## src/rtl/mdu_sequencer.sv

```systemverilog
// Iterative multiply/divide unit for the EX stage of the RV32 pipeline.
// Each accepted operation runs one bit per cycle: shift-add for MUL, restoring
// division for DIVU/REMU. The unit stalls the pipeline while it works and then
// presents a registered result together with a one-cycle done pulse.
//
// Ports:
//   clk     - core clock, rising edge
//   reset   - asynchronous active-high reset
//   start   - EX-stage instruction is an M-extension op (sampled in IDLE only)
//   funct3  - 000 MUL (low WIDTH bits), 101 DIVU, 111 REMU; others return 0
//   src_a   - multiplicand / dividend
//   src_b   - multiplier / divisor
//   flush   - synchronous abort from branch/jump flush
//   stall   - pipeline hold request
//   busy    - iterating
//   done    - one-cycle pulse, result valid
//   result  - registered result, changes only when an operation completes
//
// Optional build macro: MDU_EARLY_OUT_EN lets a MUL finish as soon as the
// remaining multiplier bits are all zero.
module mdu_sequencer #(
  parameter int unsigned WIDTH = 32
) (
  input  logic             clk,
  input  logic             reset,
  input  logic             start,
  input  logic [2:0]       funct3,
  input  logic [WIDTH-1:0] src_a,
  input  logic [WIDTH-1:0] src_b,
  input  logic             flush,
  output logic             stall,
  output logic             busy,
  output logic             done,
  output logic [WIDTH-1:0] result
);

  localparam int unsigned CntW = $clog2(WIDTH) + 1;
  localparam logic [2:0] F3Mul  = 3'b000;
  localparam logic [2:0] F3Divu = 3'b101;
  localparam logic [2:0] F3Remu = 3'b111;

  typedef enum logic [1:0] {StIdle, StRun, StDone} state_e;

  state_e           state_q, state_d;
  logic [WIDTH:0]   acc_q, acc_d;        // product accumulator / partial remainder
  logic [WIDTH-1:0] opa_q, opa_d;        // multiplicand / dividend-then-quotient
  logic [WIDTH-1:0] opb_q, opb_d;        // multiplier / divisor
  logic [2:0]       op_q, op_d;
  logic [CntW-1:0]  cnt_q, cnt_d;
  logic [WIDTH-1:0] result_q, result_d;

  logic             is_mul;
  logic             last;
  logic [WIDTH:0]   mul_acc;
  logic [WIDTH-1:0] mul_opa;
  logic [WIDTH-1:0] mul_opb;
  logic [WIDTH:0]   rem_sh;
  logic [WIDTH+1:0] diff;
  logic             no_borrow;
  logic [WIDTH:0]   div_rem;
  logic [WIDTH-1:0] div_quo;

  // One iteration of each datapath, computed from the current registers.
  always_comb begin
    is_mul  = (op_q == F3Mul);
    // Product is kept mod 2^WIDTH, so the accumulator's top bit stays zero for MUL.
    mul_acc = opb_q[0] ? {1'b0, acc_q[WIDTH-1:0] + opa_q} : acc_q;
    mul_opa = opa_q << 1;
    mul_opb = opb_q >> 1;
    // Dividend bits shift out of opa's top while quotient bits shift into its bottom.
    rem_sh    = {acc_q[WIDTH-1:0], opa_q[WIDTH-1]};
    diff      = {1'b0, rem_sh} - {2'b00, opb_q};
    no_borrow = ~diff[WIDTH+1];
    div_rem   = no_borrow ? diff[WIDTH:0] : rem_sh;
    div_quo   = {opa_q[WIDTH-2:0], no_borrow};
`ifdef MDU_EARLY_OUT_EN
    last = (cnt_q == CntW'(1)) || (is_mul && (mul_opb == '0));
`else
    last = (cnt_q == CntW'(1));
`endif
  end

  always_comb begin
    state_d  = state_q;
    acc_d    = acc_q;
    opa_d    = opa_q;
    opb_d    = opb_q;
    op_d     = op_q;
    cnt_d    = cnt_q;
    result_d = result_q;

    unique case (state_q)
      StIdle: begin
        if (start && !flush) begin
          op_d    = funct3;
          opa_d   = src_a;
          opb_d   = src_b;
          acc_d   = '0;
          cnt_d   = CntW'(WIDTH);
          state_d = StRun;
          case (funct3)
            F3Mul: begin
`ifdef MDU_EARLY_OUT_EN
              if (src_b == '0) begin
                result_d = '0;
                state_d  = StDone;
              end
`endif
            end
            F3Divu: begin
              if (src_b == '0) begin
                result_d = '1;
                state_d  = StDone;
              end
            end
            F3Remu: begin
              if (src_b == '0) begin
                result_d = src_a;
                state_d  = StDone;
              end
            end
            default: begin
              result_d = '0;
              state_d  = StDone;
            end
          endcase
        end
      end
      StRun: begin
        cnt_d = cnt_q - CntW'(1);
        if (is_mul) begin
          acc_d = mul_acc;
          opa_d = mul_opa;
          opb_d = mul_opb;
        end else begin
          acc_d = div_rem;
          opa_d = div_quo;
        end
        if (last) begin
          state_d = StDone;
          if (is_mul) begin
            result_d = mul_acc[WIDTH-1:0];
          end else if (op_q == F3Divu) begin
            result_d = div_quo;
          end else begin
            result_d = div_rem[WIDTH-1:0];
          end
        end
      end
      StDone: state_d = StIdle;
      default: state_d = StIdle;
    endcase

    // Abort wins everywhere: no done pulse and the previous result survives.
    if (flush) begin
      state_d  = StIdle;
      result_d = result_q;
    end
  end

  always_ff @(posedge clk or posedge reset) begin
    if (reset) begin
      state_q  <= StIdle;
      acc_q    <= '0;
      opa_q    <= '0;
      opb_q    <= '0;
      op_q     <= '0;
      cnt_q    <= '0;
      result_q <= '0;
    end else begin
      state_q  <= state_d;
      acc_q    <= acc_d;
      opa_q    <= opa_d;
      opb_q    <= opb_d;
      op_q     <= op_d;
      cnt_q    <= cnt_d;
      result_q <= result_d;
    end
  end

  always_comb begin
    busy   = (state_q == StRun);
    done   = (state_q == StDone);
    stall  = busy || ((state_q == StIdle) && start && !flush);
    result = result_q;
  end

endmodule
```

## config.mk

```make
export PLATFORM = sky130hd
export DESIGN_NAME = mdu_sequencer
export DESIGN_NICKNAME = d
export VERILOG_FILES = /design/src/rtl/mdu_sequencer.sv
export SDC_FILE = /design/constraint.sdc
export NUM_CORES = 1
export LEC_CHECK = 0
export ABC_AREA = 0
export ABC_CLOCK_PERIOD_IN_PS = 4200
export CAP_MARGIN = 20
export CORE_ASPECT_RATIO = 1.25
export CORE_MARGIN = 2
export CORE_UTILIZATION = 40
export CTS_BUF_LIST = sky130_fd_sc_hd__clkbuf_8
export DETAILED_ROUTE_END_ITERATION = 6
export PLACE_DENSITY = 0.61
export SETUP_SLACK_MARGIN = 0.1
export SYNTH_ARGS = -nofsm -noshare
export SYNTH_HDL_FRONTEND = slang
export SYNTH_SLANG_ARGS = --single-unit
```

## constraint.sdc

```tcl
create_clock -name clk -period 4.2 [get_ports clk]
set_clock_uncertainty 0.05 [all_clocks]
set_input_delay 0.63 -clock clk [delete_from_list [all_inputs] [get_ports clk]]
set_output_delay 0.63 -clock clk [all_outputs]
set_load 0.005 [all_outputs]
```

==> impl_results.md, run 1 <==
* P per Cell Area at 693 mW/mm²
* Placed inst area at 0.0123 mm²
* Worst vdd ir at 0.251 mV
* Worst Hold Class: in -> async
* Num CTS Buffers at 17
* DR WL/cell at 20.7 µm
* P_leak at 5.70 nW
* First-pass GRT wire length at 57.2 mm
* Max Freq at 273 MHz
* Post-DP HPWL at 27.0 mm
* WP data required at 4500 ps
* Area leader, netlist: dfrtp_1
* CP max-delay cell: fa_1
* Slowest stage delay, CP at 420 ps
* Fin crit period at 3660 ps
* MaxCap Viol Count at 0
* Clk buf depth at 2
* Share of the synthesized area in the top cell type at 32.3%
* Mapped Area at 0.0108 mm²
* Sequential share of the synthesized area at 32.3%
* IO Port Bufs at 105
* Ranking of synthesized cells by area: dfrtp_1 32%, ha_1 7.6%, o21ai_0 6.5%
* Number of clock sinks at 139
* Status: completed
* Boundary Pins at 106
* Gr usage total at 26.1%
* Gate Count Post-Synth at 1313
* # DRC at 0
* FF-to-FF Start: opa_q[31]
* Hold_buf cts at 0
* Arrival @ worst endpoint at 3960 ps
* Vias in the first global route at 10200
* Cell area after layout at 0.0127 mm²
* Reg2reg path depth at 14
* Initial antenna violation count at 0
* Via density at 5.97
* Setup Viol. Count Final at 0
* Row count at 67
* Slew HR at 36.3%
* Grt total ovfl at 0
* Share of cells above drive strength 1 at 5.82%
* CTS root buffer: clkbuf_8
* Net Count, Synth at 1451
* Max-slew violations at 0
* Placed Cells at 1721
* Netlist cell types at 67
* Most common cell after layout, fill and taps aside: nand2_1
* Post-cts gate resize count at 0
* CTS H-Tree Depth at 4
* Worst slew pin tran at 956 ps
* Initial Utilization at 40.4%
* Fin crit share at 87.2%
* RSZ-0062 raised after global routing: no
* First-pass DRT Iterations at 5
* Gpl congestion at 0.923
* Most frequent cells in the layout: 184 x nand2_1, 140 x o21ai_0, 139 x dfrtp_1
* Asr flop ratio synth at 100%
* Setup Buffers After CTS at 0
* Post-synth EDFFs at 0
* Clock transition at path regs at 90 ps
* Final Non-Filler Cells at 1753
* Critical Path End Type: register
* Ant. Diodes at 0
* Post-DRT Antenna Nets at 0
* Mean cell area of the mapped netlist at 8.19 µm²
* CTS tree: done
* Type of origin of the critical path: register
* Number of synthesis warnings at 0
* Setup TNS at 0 ps
* Main synth FF type: dfrtp_1
* Largest net degree at the start of global routing at 63
* Fillers at 2670
* Area grow syn2layout at 18.2%
* Final Hold Viols at 0
* Die H at 187 µm
* Die area at 0.0282 mm²
* Critical path class: reg -> reg
* Initial DRC Count at 824
* Yosys reg bits at 139
* Crit. Startpoint: opa_q[31]
* Core area at 0.0267 mm²
* Via count at 10500
* Die X at 151 µm
* Clk_lat worst skew at 490 ps
* Crit path max fanout at 5
* Nets at 1534
* WL final at 36.3 mm
* CP cell instances: inv_1 -> ha_1 -> inv_1 -> fa_1 -> a211oi_1 -> o21bai_1 -> o21ai_0 -> buf_4 -> a211oi_1 -> nor3_1 -> xnor2_1 -> mux2_2 -> a222oi_1 -> a31oi_1
==> metrics by stage <==
stage	power [mW]	hold slack (ps)	worst slack (ps)	utilization (%)
after floorplan	5.93	408	1150	-
after global routing	9.45	354	298	47.7
after global placement	7.46	425	592	46.0
final	8.81	350	536	47.7
after detailed placement	7.49	437	553	46.0
after CTS	8.75	449	478	47.6
==> flip-flops by register name (all words and copies together) (netlist names) <==
| name | cells |
|---|---|
| cnt_q | 6 |
| opb_q | 32 |
| result | 32 |
| state_q | 2 |
| opa_q | 32 |
| acc_q | 32 |
| op_q | 3 |
==> layer usage <==
layer	GRT usage [%]	vias to the layer above	wire length, µm
met3	4.00	77	2140
met4	9.49	0	1170
met1	35.4	5049	15900
met2	42.2	353	17100
met5	0	-	0
li1	-	4982	-
==> where the power goes <==
| part | switching [mW] | total, mW | internal, mW |
|---|---|---|---|
| logic | 3.07 | 5.25 | 2.19 |
| registers | 0.589 | 2.33 | 1.74 |
| clock network | 0.572 | 1.23 | 0.654 |
==> worst max-delay path, delay by kind of cell (launching register included) <==
kind / cells / cell delay [ps]
simple gates: 1 / 320
mux: 1 / 300
buf+inv: 3 / 390
compound gates: 6 / 1290
fa+ha+maj: 2 / 610
flops: 1 / 400
xor+xnor: 1 / 160
==> final timing paths <==
kind,endpoint,slack (ps)
min in group clk,cnt_q[5],450
worst min register to register,cnt_q[5],450
worst max register to register,result[26],540
max in group asynchronous,acc_q[3],2900
worst max-delay path,result[26],540
worst min-delay path,opa_q[23],350
==> kinds of logic after synthesis <==
kind of cell | synth area share (%)
simple gates | 16.2
buf+inv | 4.88
xor+xnor | 4.15
compound gates | 27.9
mux | 6.69
flops | 32.3
fa+ha+maj | 7.93
==> cells in the mapped netlist, types with 14 or more instances <==
cell type	n
mux2i_1	67
a31oi_1	25
o21ai_0	140
inv_1	60
nand2_1	184
a211o_1	16
clkbuf_1	57
a21o_1	26
nor2_1	94
o211ai_1	14
dfrtp_1	139
a211oi_1	20
ha_1	65
xnor2_1	37
a21oi_1	79
and3_1	15
xor2_1	14
nand3_1	19
a22oi_1	43
==> layout make-up <==
type	instances	area [µm²]	share of cell area [%]
inverter	60	229	1.80
clock buffer	18	248	1.95
tap	345	432	3.39
multi-input combinational	1040	6790	53.4
sequential	139	3480	27.4
timing repair buffer	138	1360	10.7
clock inverter	13	179	1.41
Note: power is estimated with default switching activity, not from simulation.
==> inputs of run 2 (changes only) <==
--- a/config.mk
+++ b/config.mk
@@ -6,7 +6,7 @@
 export NUM_CORES = 1
 export LEC_CHECK = 0
 export ABC_AREA = 0
-export ABC_CLOCK_PERIOD_IN_PS = 4200
+export ABC_CLOCK_PERIOD_IN_PS = 3050
 export CAP_MARGIN = 20
 export CORE_ASPECT_RATIO = 1.25
 export CORE_MARGIN = 2
==> constraint.sdc (replaced) <==
create_clock -name clk -period 3.05 [get_ports clk]
set_clock_uncertainty 0.05 [all_clocks]
set_input_delay 0.4575 -clock clk [delete_from_list [all_inputs] [get_ports clk]]
set_output_delay 0.4575 -clock clk [all_outputs]
set_load 0.005 [all_outputs]
==> impl_results.md, run 2 (synthesis gave the netlist of run 1 again) <==
* Status: finished, violations left
* Gpl congestion at 0.929 (+0.62%)
* Post-DRT Antenna Nets at 0 (unchanged)
* Worst R2R Setup Slack at 20 ps (-510 ps)
* Max Freq at 330 MHz (+21%)
* Worst slew pin tran at 826 ps (-130 ps)
* FF-to-FF Start: acc_q[0]
* Core area at 0.0267 mm² (unchanged)
* Hold_buf cts at 0 (unchanged)
* Row count at 67 (unchanged)
* Reg area at 0.00349 mm² (+0.40%)
* CP cell instances: ha_4 -> fa_2 -> a21oi_2 -> o211a_1 -> nor3_4 -> o21a_2 -> o31a_1 -> o22ai_2 -> xor2_1 -> a211oi_1 -> o32a_1
* Max-slew violations at 0 (unchanged)
* Multi-input combinational cell area at 0.00747 mm² (+10%)
* Fin worst setup slack at 21.0 ps (-515 ps)
* First-pass DRT Iterations at 7 (+2)
* Fin crit share at 99.3% (+12 points)
* Gr usage total at 28.5% (+2.3 points)
* Die H at 187 µm (unchanged)
* CP max-delay cell: dfrtp_2
* Clk buf depth at 2 (unchanged)
* Num CTS Buffers at 17 (unchanged)
* Number of clock sinks at 139 (unchanged)
* DR WL/cell at 20.6 µm (-0.75%)
* Most common cell after layout, fill and taps aside: buf_4
* Total power at 15.7 mW (+78%)
* P per Cell Area at 1020 mW/mm² (+48%)
* Clock transition at path regs at 90 ps (about the same)
* Critical Path End Type: register
* Setup Viol. Count Final at 0 (unchanged)
* Final core utilization at 57.5% (+9.8 points)
* Largest net degree at the start of global routing at 63 (unchanged)
* Ant. Diodes at 0 (unchanged)
* Final Hold Viols at 0 (unchanged)
* Initial DRC Count at 1098 (+33%)
* Initial antenna violation count at 0 (unchanged)
* CTS H-Tree Depth at 4 (unchanged)
* First-pass GRT wire length at 62.1 mm (+8.5%)
* Critical path class: reg -> reg
* Min Hold Slack at 382 ps (+32.9 ps)
* Clk_lat worst skew at 490 ps (about the same)
* IO Port Bufs at 105 (unchanged)
* Via count at 11700 (+11%)
* RSZ-0062 raised after global routing: yes
* Worst slack, placed at -347 ps (-900 ps)
* Fin crit period at 3030 ps (-635 ps)
* CTS root buffer: clkbuf_8
* Die X at 151 µm (unchanged)
* Crit path max fanout at 5 (unchanged)
* Most frequent cells in the layout: 248 x buf_4, 181 x nand2_1, 128 x dfrtp_1
* Post-DP HPWL at 30.0 mm (+11%)
* P_leak at 7.00 nW (+23%)
* Type of origin of the critical path: register
* Failing checks: DRC
* WL final at 41.0 mm (+13%)
* Slowest stage delay, CP at 470 ps (+50 ps)
* Initial Utilization at 40.4% (unchanged)
* WP data required at 3370 ps (-1130 ps)
* Arrival @ worst endpoint at 3350 ps (-610 ps)
* # DRC at 2 (+2)
* Nets at 1775 (+16%)
* Die area at 0.0282 mm² (unchanged)
* Grt total ovfl at 0 (unchanged)
* Reg-to-Reg End: result[20]
* MaxCap Viol Count at 0 (unchanged)
* Boundary Pins at 106 (unchanged)
* Fillers at 2412 (-9.7%)
* Area grow syn2layout at 42.5%
* Worst Hold Class: in -> async
* Reg2reg path depth at 11 (-3)
* Worst vdd ir at 0.444 mV (+77%)
* Via density at 5.84 (-2.1%)
* Slew HR at 44.9% (+8.6 points)
* Share of cells above drive strength 1 at 26.4% (+21 points)
* CTS tree: done
* Vias in the first global route at 11200 (+10%)
## run 2: cell types whose count changed in the layout (fill, tap and decap cells not counted), moves of 12 or more
cell / before / now
ha_4: 0 / 14
o21ai_0: 140 / 121
ha_1: 65 / 51
buf_6: 0 / 12
buf_4: 28 / 248
o21ai_1: 0 / 15
## run 2: through the flow
step	setup TNS (ps)	std cells	instance area, µm²
finish	0	1994	15300
CTS	0	1979	14700
floorplan	0	1313	10800
global placement	-4350	1932	14000
detailed placement	-6730	1932	14000
global route	-481	1994	15300
## run 2: worst max path at each step
stage	startpoint	endpoint	slack, ps
6_report	acc_q[0]	result[20]	20
5_1_grt	acc_q[17]	result[25]	-60
4_1_cts	acc_q[6]	result[24]	70
3_5_place_dp	src_b[6]	result[4]	-350
3_3_place_gp	src_b[6]	result[6]	-250
2_1_floorplan	acc_q[0]	result[14]	120
## run 2: worst max-delay path, delay by kind of cell (launching register included)
| kind | cells | cell delay (ps) |
|---|---|---|
| XOR/XNOR | 1 | 190 |
| flip-flops | 1 | 470 |
| AO/OA/AOI/OAI | 7 | 1560 |
| adder cells (fa/ha/maj) | 2 | 580 |
| AND/OR/NAND/NOR | 1 | 60 |
## run 2: timing repair
item	in CTS	in global routing
gates cloned	0	2
buffers inserted	16	12
pin swaps	27	46
endpoints found under the setup margin	43	49
gates resized for setup	65	102
hold endpoints to repair	0	0
## run 2: report_power, final
part	switching (mW)	total (mW)	internal, mW
clock	0.807	1.51	0.708
sequential	0.691	3.10	2.41
combinational	5.65	11.1	5.41
## run 2: cell type report
class	count	area share, %
clock inverter	14	0.873
sequential	139	22.8
inverter	60	1.54
multi-input combinational	1040	48.8
timing repair buffer	379	21.7
clock buffer	17	1.53
tap	345	2.82
## run 2: routing by layer
metal | vias to the layer above | routed length (µm) | track usage [%]
li1 | 5459 | - | -
met2 | 519 | 18800 | 43.7
met4 | 0 | 1710 | 13.0
met5 | - | 0 | 0
met3 | 91 | 3080 | 5.17
met1 | 5584 | 17400 | 38.9
==> inputs of run 3 (changes only) <==
--- a/config.mk
+++ b/config.mk
@@ -11,7 +11,6 @@
 export CORE_ASPECT_RATIO = 1.25
 export CORE_MARGIN = 2
 export CORE_UTILIZATION = 40
-export CTS_BUF_LIST = sky130_fd_sc_hd__clkbuf_8
 export DETAILED_ROUTE_END_ITERATION = 6
 export PLACE_DENSITY = 0.61
 export SETUP_SLACK_MARGIN = 0.1
==> impl_results.md, run 3 (synthesis gave the netlist of run 1 again) <==
* Gpl congestion at 0.929 (unchanged)
* M1 WL at 17.7 mm (+1.5%)
* Gr usage total at 28.7% (+0.19 points)
* Clock transition at path regs at 60 ps (-30 ps)
* Post-DP HPWL at 30.0 mm (unchanged)
* Max-slew violations at 0 (unchanged)
* Num CTS Buffers at 17 (unchanged)
* Largest net degree at the start of global routing at 63 (unchanged)
* First-pass DRT Iterations at 7 (unchanged)
* Via count at 11700 (+0.75%)
* Number of clock sinks at 139 (unchanged)
* Final core utilization at 59.6% (+2.1 points)
* P per Cell Area at 1080 mW/mm² (+5.3%)
* Crit path max fanout at 4 (-1)
* WL final at 41.9 mm (+2.2%)
* Clk buf depth at 2 (unchanged)
* Grt total ovfl at 0 (unchanged)
* P_leak at 7.18 nW (+2.6%)
* Arrival @ worst endpoint at 3290 ps (-60 ps)
* CTS root buffer: clkbuf_16
* Final Hold Viols at 0 (unchanged)
* Status: finished, violations left
* Met3 wire length at 3.10 mm (+0.71%)
* Failing checks: DRC
* Worst slew pin tran at 796 ps (-30.9 ps)
* Slew HR at 47.0% (+2.1 points)
* Vias in the first global route at 11300 (+0.66%)
* Critical Path End Type: register
* Most common cell after layout, fill and taps aside: buf_4
* Setup Viol. Count Final at 0 (unchanged)
* Die area at 0.0282 mm² (unchanged)
* Die X at 151 µm (unchanged)
* Initial Utilization at 40.4% (unchanged)
* Max Freq at 332 MHz (+0.47%)
* Max Used Layer: met4
* Type of origin of the critical path: register
* Nets at 1783 (+0.45%)
* Via density at 5.86 (+0.34%)
* Fillers at 2337 (-3.1%)
* Clk_lat worst skew at 450 ps (-40 ps)
* Share of cells above drive strength 1 at 28.9% (+2.5 points)
* Worst vdd ir at 0.518 mV (+17%)
* Ant. Diodes at 0 (unchanged)
* Boundary Pins at 106 (unchanged)
* CTS H-Tree Depth at 4 (unchanged)
* Core area at 0.0267 mm² (unchanged)
* Placed Cells at 1932 (unchanged)
* CTS tree: done
* MaxCap Viol Count at 0 (unchanged)
* Initial DRC Count at 1004 (-8.6%)
* IO Port Bufs at 105 (unchanged)
* WP data required at 3330 ps (-40 ps)
* Row count at 67 (unchanged)
* Worst Hold Class: in -> async
* # DRC at 17 (+15)
* First-pass GRT wire length at 62.5 mm (+0.78%)
* Fin crit period at 3010 ps (-14.0 ps)
* RSZ-0062 raised after global routing: yes
* Fin crit share at 98.9% (-0.46 points)
* WL met2 at 19.1 mm (+1.9%)
* Post-DRT Antenna Nets at 0 (unchanged)
* Area grow syn2layout at 47.6%
* DR WL/cell at 20.9 µm (+1.8%)
* Die H at 187 µm (unchanged)
* Hold_buf cts at 0 (unchanged)
* Final Non-Filler Cells at 2002 (+0.40%)
* Initial antenna violation count at 0 (unchanged)
* Critical path class: reg -> reg
* Most frequent cells in the layout: 251 x buf_4, 180 x nand2_1, 125 x dfrtp_1
==> run 3: per-stage QoR <==
stage / power [mW] / setup WS [ps] / hold slack, ps / TNS (ps) / area (µm²)
after CTS: 15.1 / 79.0 / 445 / 0 / 15000
after floorplan: 8.23 / 118 / 408 / 0 / 10800
after global placement: 12.1 / -250 / 425 / -4350 / 14000
final: 17.1 / 35.1 / 431 / 0 / 15900
after global routing: 18.0 / -91.9 / 464 / -568 / 15900
after detailed placement: 12.2 / -347 / 435 / -6730 / 14000
==> run 3: critical path: stages (launching register included) <==
cell and delay (ps):
dfrtp_1 390, inv_2 80, ha_4 130, inv_2 40, fa_2 390, a211oi_2 220
o21bai_1 120, o21ai_1 180, buf_4 150, buf_6 120, a211oi_4 70, nor2_2 110
o21ai_1 90, xnor2_1 280, o311ai_1 140, o32a_1 330
==> run 3: path summary, 6_finish.rpt <==
kind | slack (ps) | from | cells past startpoint | endpoint
worst min-delay path | 430 | reset | 2 | opa_q[23]
worst max-delay path | 40 | opa_q[31] | 15 | result[24]
min in group clk | 450 | cnt_q[5] | 1 | cnt_q[5]
max in group asynchronous | 1830 | reset | 3 | acc_q[8]
worst min register to register | 450 | cnt_q[5] | 1 | cnt_q[5]
worst max register to register | 40 | opa_q[31] | 15 | result[24]
==> run 3: layer usage <==
metal  track usage, %  vias to the layer above
met4             12.9                        0
met5                0                        -
met3             5.22                      121
met2             44.3                      520
li1                 -                     5474
met1             39.0                     5625
==> run 3: layout make-up <==
type | instances | area (µm²) | share of cell area, %
multi-input cells | 1040 | 7740 | 48.8
flip-flops and latches | 139 | 3500 | 22.0
repair buffers | 387 | 3410 | 21.5
clock buffers | 19 | 433 | 2.73
well taps | 345 | 432 | 2.72
inverters | 60 | 233 | 1.47
clock inverters | 12 | 126 | 0.796
==> run 3: repair_timing <==
action,CTS,global route
endpoints found under the setup margin,44,50
buffers inserted,15,20
cloned,0,3
pin swaps,31,62
resized for setup,79,147
==> run 3: report_power, final <==
part,total (mW),internal (mW),switching [mW]
registers,3.14,2.42,0.715
clock network,2.07,1.19,0.881
logic,11.9,5.88,6.01
